$ cat config.mk
export PLATFORM = sky130hd
export DESIGN_NAME = sar_search_10
export DESIGN_NICKNAME = d
export VERILOG_FILES = /design/src/rtl/sar_pkg.sv /design/src/rtl/sar_search_10_step.sv /design/src/rtl/sar_search_10.sv
export SDC_FILE = /design/constraint.sdc
export NUM_CORES = 1
export LEC_CHECK = 0
export BUFFER_PORTS_ARGS = -buffer_cell sky130_fd_sc_hd__clkbuf_2
export CORE_MARGIN = 2
export CORE_UTILIZATION = 45
export DETAILED_ROUTE_END_ITERATION = 8
export GPL_TIMING_DRIVEN = 0
export PLACE_DENSITY = 0.69
export SLEW_MARGIN = 10
export SYNTH_ARGS = -nofsm -noshare
export SYNTH_HDL_FRONTEND = slang
export SYNTH_SLANG_ARGS = --single-unit
$ cat constraint.sdc
create_clock -name clk -period 2.5 [get_ports clk]
set_input_delay 0.25 -clock clk [delete_from_list [all_inputs] [get_ports clk]]
set_output_delay 0.25 -clock clk [all_outputs]
set_load 0.05 [all_outputs]
$ cat src/rtl/sar_pkg.sv
// sar_pkg: shared types and constants for the successive-approximation search engine.
package sar_pkg;
  localparam int SAR_WIDTH = 10;
  localparam int SAR_IDX_W = $clog2(SAR_WIDTH);
  typedef enum logic [1:0] {IDLE, TEST, VERIFY} state_t;
  function automatic logic one_hot3(input logic [2:0] f);
    return f == 3'b001 || f == 3'b010 || f == 3'b100;
  endfunction
endpackage

$ cat src/rtl/sar_search_10_step.sv
// sar_step: next trial value for one successive-approximation bit decision.
module sar_step #(
  parameter int WIDTH = 10,
  parameter int IW = 4
) (
  input  logic [WIDTH-1:0] trial,
  input  logic [IW-1:0]    idx,
  input  logic             cmp_gr,
  output logic [WIDTH-1:0] next_trial
);
  logic [WIDTH-1:0] bit_m;
  assign bit_m = {{(WIDTH-1){1'b0}}, 1'b1} << idx;
  // bit_m >> 1 is zero at idx 0, so the last step sets no lower bit
  assign next_trial = (cmp_gr ? trial & ~bit_m : trial) | (bit_m >> 1);
endmodule

$ cat src/rtl/sar_search_10.sv
// sar_search_10: MSB-first SAR search against an external comparator.
// Optional SAR_EARLY_EXIT_EN ends the search on the first clean equality in TEST.
module sar_search_10
  import sar_pkg::*;
#(
  parameter int WIDTH = SAR_WIDTH
) (
  input  logic             clk,
  input  logic             rst,
  input  logic             start,
  input  logic             cmp_eq,
  input  logic             cmp_ls,
  input  logic             cmp_gr,
  output logic [WIDTH-1:0] trial,
  output logic             busy,
  output logic             done,
  output logic [WIDTH-1:0] result,
  output logic             found,
  output logic             err
);
  localparam int IW = $clog2(WIDTH);
  localparam logic [WIDTH-1:0] MSB = {1'b1, {(WIDTH-1){1'b0}}};
  state_t state;
  logic [IW-1:0] idx;
  logic [WIDTH-1:0] next_trial;
  logic clean;
  assign clean = one_hot3({cmp_eq, cmp_ls, cmp_gr});
  sar_step #(.WIDTH(WIDTH), .IW(IW)) u_step (
    .trial(trial),
    .idx(idx),
    .cmp_gr(cmp_gr),
    .next_trial(next_trial)
  );
  always_ff @(posedge clk) begin
    if (rst) begin
      state <= IDLE;
      idx <= '0;
      trial <= '0;
      result <= '0;
      found <= 1'b0;
      err <= 1'b0;
      busy <= 1'b0;
      done <= 1'b0;
    end else begin
      done <= 1'b0;
      case (state)
        IDLE: begin
          if (start) begin
            trial <= MSB;
            idx <= IW'(WIDTH-1);
            busy <= 1'b1;
            err <= 1'b0;
            found <= 1'b0;
            state <= TEST;
          end else begin
            trial <= '0;
          end
        end
        TEST: begin
          if (!clean) err <= 1'b1;
`ifdef SAR_EARLY_EXIT_EN
          if (clean && cmp_eq) begin
            result <= trial;
            found <= 1'b1;
            done <= 1'b1;
            busy <= 1'b0;
            trial <= '0;
            state <= IDLE;
          end else begin
            trial <= next_trial;
            if (idx == '0) state <= VERIFY;
            else idx <= idx - 1'b1;
          end
`else
          trial <= next_trial;
          if (idx == '0) state <= VERIFY;
          else idx <= idx - 1'b1;
`endif
        end
        VERIFY: begin
          if (!clean) err <= 1'b1;
          found <= cmp_eq;
          result <= trial;
          done <= 1'b1;
          busy <= 1'b0;
          trial <= '0;
          state <= IDLE;
        end
        default: state <= IDLE;
      endcase
    end
  end
endmodule

==> flow_summary.ini, run 1 <==
[job]
maxCapViolCount = 0

[setup_path]
rrSetupSlack_ns = 0.54
crit_type = register to register
crit_path_end_kind = register
crit_fanout = 7
crit_arrival_ns = 2.18
reg2reg_depth = 5
worstPathRequired_ns = 2.72
startpoint_type = register
regToRegStartpoint = idx[0]
r2r_end = idx[2]

[clocking]
cts_buffer_depth = 2
cts_root_buf = clkbuf_4
htree_num_levels = 2
post_cts_resized = 0
cts_tree = done
post_cts_buffers = 0
cts-buffers-inserted = 5
clock_latency_ns = 0.32
clk_pin_slew_ns = 0.09
hold_buffers = 0
cts.sinks = 30

[die]
die_area_um2 = 3990
core-area_um2 = 3340
start_util_pct = 47.2
rows = 21
die_h_um = 63.2
io_pins = 30
die_x_um = 63.2

[global_route]
grt_util_met2_pct = 31.1
grt_antenna_before_repair = 0
grt_max_degree = 11
overflow = 0
top_usage_layer = met2
met3_usage_pct = 5.54
grt_util_all_layers_pct = 19.1
met1_usage_pct = 23.9
grt_pass1_wl_um = 6060
grt_pass1_vias = 1358

[timing]
hold_violations = 0
fmax_ghz = 0.511
slew_violations = 0
final.period_utilization_pct = 78.3
setup_viol = 0
max_slew_margin_pct = 68.3
rsz0062_at_grt = false
min_period_ns = 1.96
finalClockSkew_ns = 0.00249
tightestPinTransition_ns = 0.476
fin_tns_setup_ns = 0

[synth]
synth_area_um2 = 1580
yosysSeqAreaShare_pct = 38.1
synthArstFlopShare_pct = 0
synth-seq-cells = 30
avgSynthCellArea_um2 = 9.21
syn_nets = 186
post-synth-top-count-cell = dfxtp_1
synth_top_area_cell = dfxtp_1
yosysTopAreaCellShare_pct = 38.1
synth_edf_count = 0
yosysWarnings = 0
synthFlopType = dfxtp_1
ys_types = 46
ys_top_cells_by_count = dfxtp_1 (30), nor2_1 (15), mux2i_1 (11)
syn_inst = 171
ys_top_cells_by_area = dfxtp_1 (38%), ha_1 (7.1%), mux2i_1 (7.0%), nor2_1 (3.6%), a221oi_1 (3.3%)

[route]
wirelength_um = 3510
detail_route.vias_per_cell = 5.28
drc = 0
final_antenna_net_count = 0
avgRoutedWirePerCell_um = 13.8
drt_iter0_markers = 47
drt_first_pass_iters = 4
dr_total_vias = 1340

[outcome]
outcome = finished, final reports clean

[power_and_ir_drop]
p_switching_mw = 0.645
power.leakage_nw = 0.711
combPwrFrac_pct = 43.7
p_int_mw = 0.954
power-per-cell-area_nw_per_um2 = 870
seqPwrFrac_pct = 37.5
clock_power_share_pct = 18.9
ir_drop_uv = 513
p_total_mw = 1.60
sw_frac_of_total_pct = 40.3

[min_path]
whs_endpoint = found
hp-start = cmp_eq
hold_class = primary input to register
hold_path_depth = 3

[placement]
place_congestion = 0.876
numPortBuffers = 29
hpwl_um = 2660

[cells_and_area]
fin_nets = 222
drive_gt1_share_pct = 22.1
syn_to_final_growth_pct = 16.7
fillers = 311
diodes = 0
metal layers:
layer  share of wire (%)  up-vias
li1                    -      701
met1                  47      603
met2                  47       30
met3                 4.1        6
met4                 1.4        0
met5                   0        -
power by group through the flow:
stage / sequential (mW) / clock, mW / combinational [mW]
finish: 0.599 / 0.302 / 0.698
global route: 0.607 / 0.336 / 0.769
CTS: 0.596 / 0.308 / 0.695
detailed placement: 0.608 / 0 / 0.694
global placement: 0.601 / 0 / 0.677
floorplan: 0.650 / 0 / 0.494
worst max-delay path by stage:
stage | endpoint | startpoint | slack [ns] | cells past startpoint
global placement | idx[2] | state[0] | 0.63 | 7
finish | idx[2] | idx[0] | 0.54 | 5
floorplan | idx[2] | state[0] | 0.77 | 7
detailed placement | idx[2] | idx[0] | 0.60 | 5
CTS | idx[2] | idx[0] | 0.59 | 5
global route | idx[2] | idx[0] | 0.44 | 5
cells in the final DEF (no fill, tap or decap), drive strengths merged, types with 2 or more instances in the layout:
master,Yosys,routed
clkbuf,4,40
dfxtp,30,30
nor2,15,15
mux2i,11,11
nand2,9,9
ha,9,9
inv,8,8
o21ai,8,8
a21oi,7,7
buf,7,7
nand2b,6,6
a221oi,6,6
nand3b,5,5
nor2b,5,5
a31oi,3,3
o31ai,3,3
nand4b,2,2
a21boi,2,2
o22ai,2,2
o221ai,2,2
or3b,2,2
nand3,2,2
a211oi,2,2
or3,2,2
or4,2,2
and4bb,2,2
nor3b,2,2
worst max-delay path, cell delays in order, from the launching register on:
cell and delay, ns:
dfxtp_1 0.43, inv_1 0.11, ha_1 0.30, and4bb_1 0.27
nor4b_1 0.36, mux2_2 0.38
registers in the layout, summed over array words and instances (netlist names):
signal,cells
err,1
state,2
busy,1
result,10
found,1
done,1
idx,4
trial,10
stage by stage:
step           std cells  util [%]  area (um^2)  hold WS, ns  setup WS, ns
6_report             254      55.1         1840        0.221         0.542
3_5_place_dp         246      53.3         1780        0.468         0.601
2_1_floorplan        171         -         1580        0.417         0.772
3_3_place_gp         246      53.3         1780        0.460         0.633
4_1_cts              254      55.1         1840        0.212         0.589
5_1_grt              254      55.1         1840        0.208         0.436
final cells by class:
type / count / area, um^2 / area share [%]
Multi-Input combinational cell: 122 / 885 / 48.1
Sequential cell: 30 / 601 / 32.7
Timing Repair Buffer: 29 / 145 / 7.90
Buffer: 11 / 60.1 / 3.27
Tap cell: 46 / 57.6 / 3.13
Clock buffer: 7 / 55.1 / 3.00
Inverter: 8 / 30.0 / 1.63
Clock inverter: 1 / 5.00 / 0.272
cells by family after synthesis:
logic type / Yosys count / share of synthesized area [%]
adders and majority gates: 9 / 7.15
muxes: 12 / 7.70
buffers and inverters: 19 / 5.72
xor gates and xnor gates: 1 / 0.556
and+or+nand+nor: 61 / 24.1
DFF: 30 / 38.1
AOI/OAI and AO/OA: 39 / 16.7
(Power assumes the default switching activity.)
==> inputs of run 2 (changes only) <==
ABC_AREA = 1   (was default)
clock period = 1.9 ns   (was 2.5 ns; I/O delays follow)
==> run 2 against run 1 <==
Die area decreased by 2.7%. Cell area decreased by 2.7%. Sequential share of layout area increased by 0.91 points. Sequential power increased by 20%. First-iteration DRC count increased by 57%.
==> flow_summary.ini, run 2 <==
[min_path]
hold_class = primary input to register
hp-start = cmp_eq
hold_path_depth = 3
whs_endpoint = found

[synth]
synth_edf_count = 0
post-synth-top-count-cell = nand2_1
yosysTopAreaCellShare_pct = 39.2
syn_inst = 214
syn_nets = 229
synth_top_area_cell = dfxtp_1
yosysWarnings = 0
synthFlopType = dfxtp_1
ys_types = 24
synth-seq-cells = 30
yosysSeqAreaShare_pct = 39.2
ys_top_cells_by_count = nand2_1 (61), dfxtp_1 (30), nor2_1 (25)
avgSynthCellArea_um2 = 7.15
ys_top_cells_by_area = dfxtp_1 (39%), nand2_1 (15%), ha_1 (7.4%), a21oi_1 (6.2%), nor2_1 (6.1%)
synth_area_um2 = 1530
synthArstFlopShare_pct = 0

[placement]
numPortBuffers = 28
hpwl_um = 2390
place_ws_ns = 0.446
place_congestion = 0.796

[setup_path]
worstPathRequired_ns = 2.16
crit_type = register to register
crit_arrival_ns = 1.74
crit_path_end_kind = register
path_cells = inv_1, ha_1, clkbuf_1, nand3_1, a21oi_1
r2r_end = found
max_stage_delay_ns = 0.41
startpoint_type = register
rrSetupSlack_ns = 0.42
regToRegStartpoint = state[0]
reg2reg_depth = 5
cpMaxStageDelayCell = clkbuf_1
crit_fanout = 10

[timing]
finalClockSkew_ns = 0.00742
setup_viol = 0
final.period_utilization_pct = 77.7
tightestPinTransition_ns = 0.492
fin_tns_setup_ns = 0
slew_violations = 0
fmax_ghz = 0.677
rsz0062_at_grt = false
max_slew_margin_pct = 67.2
hold_violations = 0
worst_slack_ns = 0.423
min_period_ns = 1.48

[clocking]
cts_buffer_depth = 2
hold_buffers = 0
post_cts_buffers = 0
cts.sinks = 30
cts_tree = done
htree_num_levels = 2
cts-buffers-inserted = 5
post_cts_resized = 0
clk_pin_slew_ns = 0.09
clock_latency_ns = 0.33
cts_root_buf = clkbuf_4

[die]
io_pins = 30
die_area_um2 = 3880
die_x_um = 62.3
core-area_um2 = 3310
die_h_um = 62.3
start_util_pct = 46.2
rows = 21

[cells_and_area]
syn_to_final_growth_pct = 16.8
layout_commonest_cell = nand2_1
drive_gt1_share_pct = 20.8
diodes = 0
largestRegisters = result: 10 flops, trial: 10 flops, idx: 4 flops
final_cell_mix = nand2_1 (61), dfxtp_1 (30), clkbuf_2 (28), nor2_1 (25), a21oi_1 (19)
fin_nets = 264
final_core_utilization_pct = 54.0

[power_and_ir_drop]
ir_drop_uv = 513
power-per-cell-area_nw_per_um2 = 927
power.leakage_nw = 0.838

[route]
avgRoutedWirePerCell_um = 11.1
dr_total_vias = 1441
final_antenna_net_count = 0
detail_route.vias_per_cell = 4.87
drt_iter0_markers = 74
drt_first_pass_iters = 4
wirelength_um = 3290
drc = 0

[global_route]
grt_pass1_vias = 1390
grt_antenna_before_repair = 0
grt_pass1_wl_um = 6140
grt_max_degree = 11
overflow = 0
grt_util_all_layers_pct = 19.9

[job]
maxCapViolCount = 0

[outcome]
outcome = finished, final reports clean
run 2: worst max-delay path: cells and delay by family, from the launching register on:
family | cells | cell delay [ns]
simple gates | 1 | 0.14
buf+inv | 2 | 0.49
compound gates | 1 | 0.17
flops | 1 | 0.35
fa+ha+maj | 1 | 0.24
run 2: worst max path at each step:
stage	start	slack, ns	to
floorplan	state[1]	0.64	idx[2]
global placement	state[0]	0.47	found
detailed placement	state[0]	0.45	result[5]
CTS	state[0]	0.41	result[8]
global route	state[0]	0.21	result[1]
finish	state[0]	0.42	found
run 2: final cells by class:
type,count,area [um^2]
clock buffers,7,55.1
multi-input cells,162,823
plain buffers,10,61.3
clock inverters,1,5.00
well taps,46,57.6
repair buffers,28,140
fillers,361,1520
inverters,12,45.0
flip-flops and latches,30,601
run 2: kinds of logic after synthesis:
kind of cell / share of synthesized area, %
adders and majority gates: 7.36
buffers and inverters: 6.95
AOI/OAI and AO/OA: 11.2
and+or+nand+nor: 34.7
xor gates and xnor gates: 0.572
DFF: 39.2
run 2: per-layer routing:
layer / routed length (um) / global-route usage (%) / vias to the layer above
met5: 0 / 0 / -
met4: 40 / 10.0 / 0
met3: 155 / 4.35 / 4
met2: 1520 / 33.6 / 37
met1: 1580 / 23.8 / 635
li1: - / - / 765
run 2: power breakdown:
group	internal [mW]	leakage, nW	switching [mW]
Combinational	0.155	0.558	0.390
Clock	0.179	0.0353	0.217
Sequential	0.684	0.244	0.0316
Total	1.02	0.838	0.639
run 2: metrics by stage:
step | power, mW | std cells | cell area (um^2) | hold WS, ns
2_1_floorplan | 1.16 | 214 | 1530 | 0.355
3_3_place_gp | 1.27 | 288 | 1730 | 0.454
3_5_place_dp | 1.28 | 288 | 1730 | 0.460
4_1_cts | 1.67 | 296 | 1790 | 0.123
5_1_grt | 1.77 | 296 | 1790 | 0.157
6_report | 1.66 | 296 | 1790 | 0.149
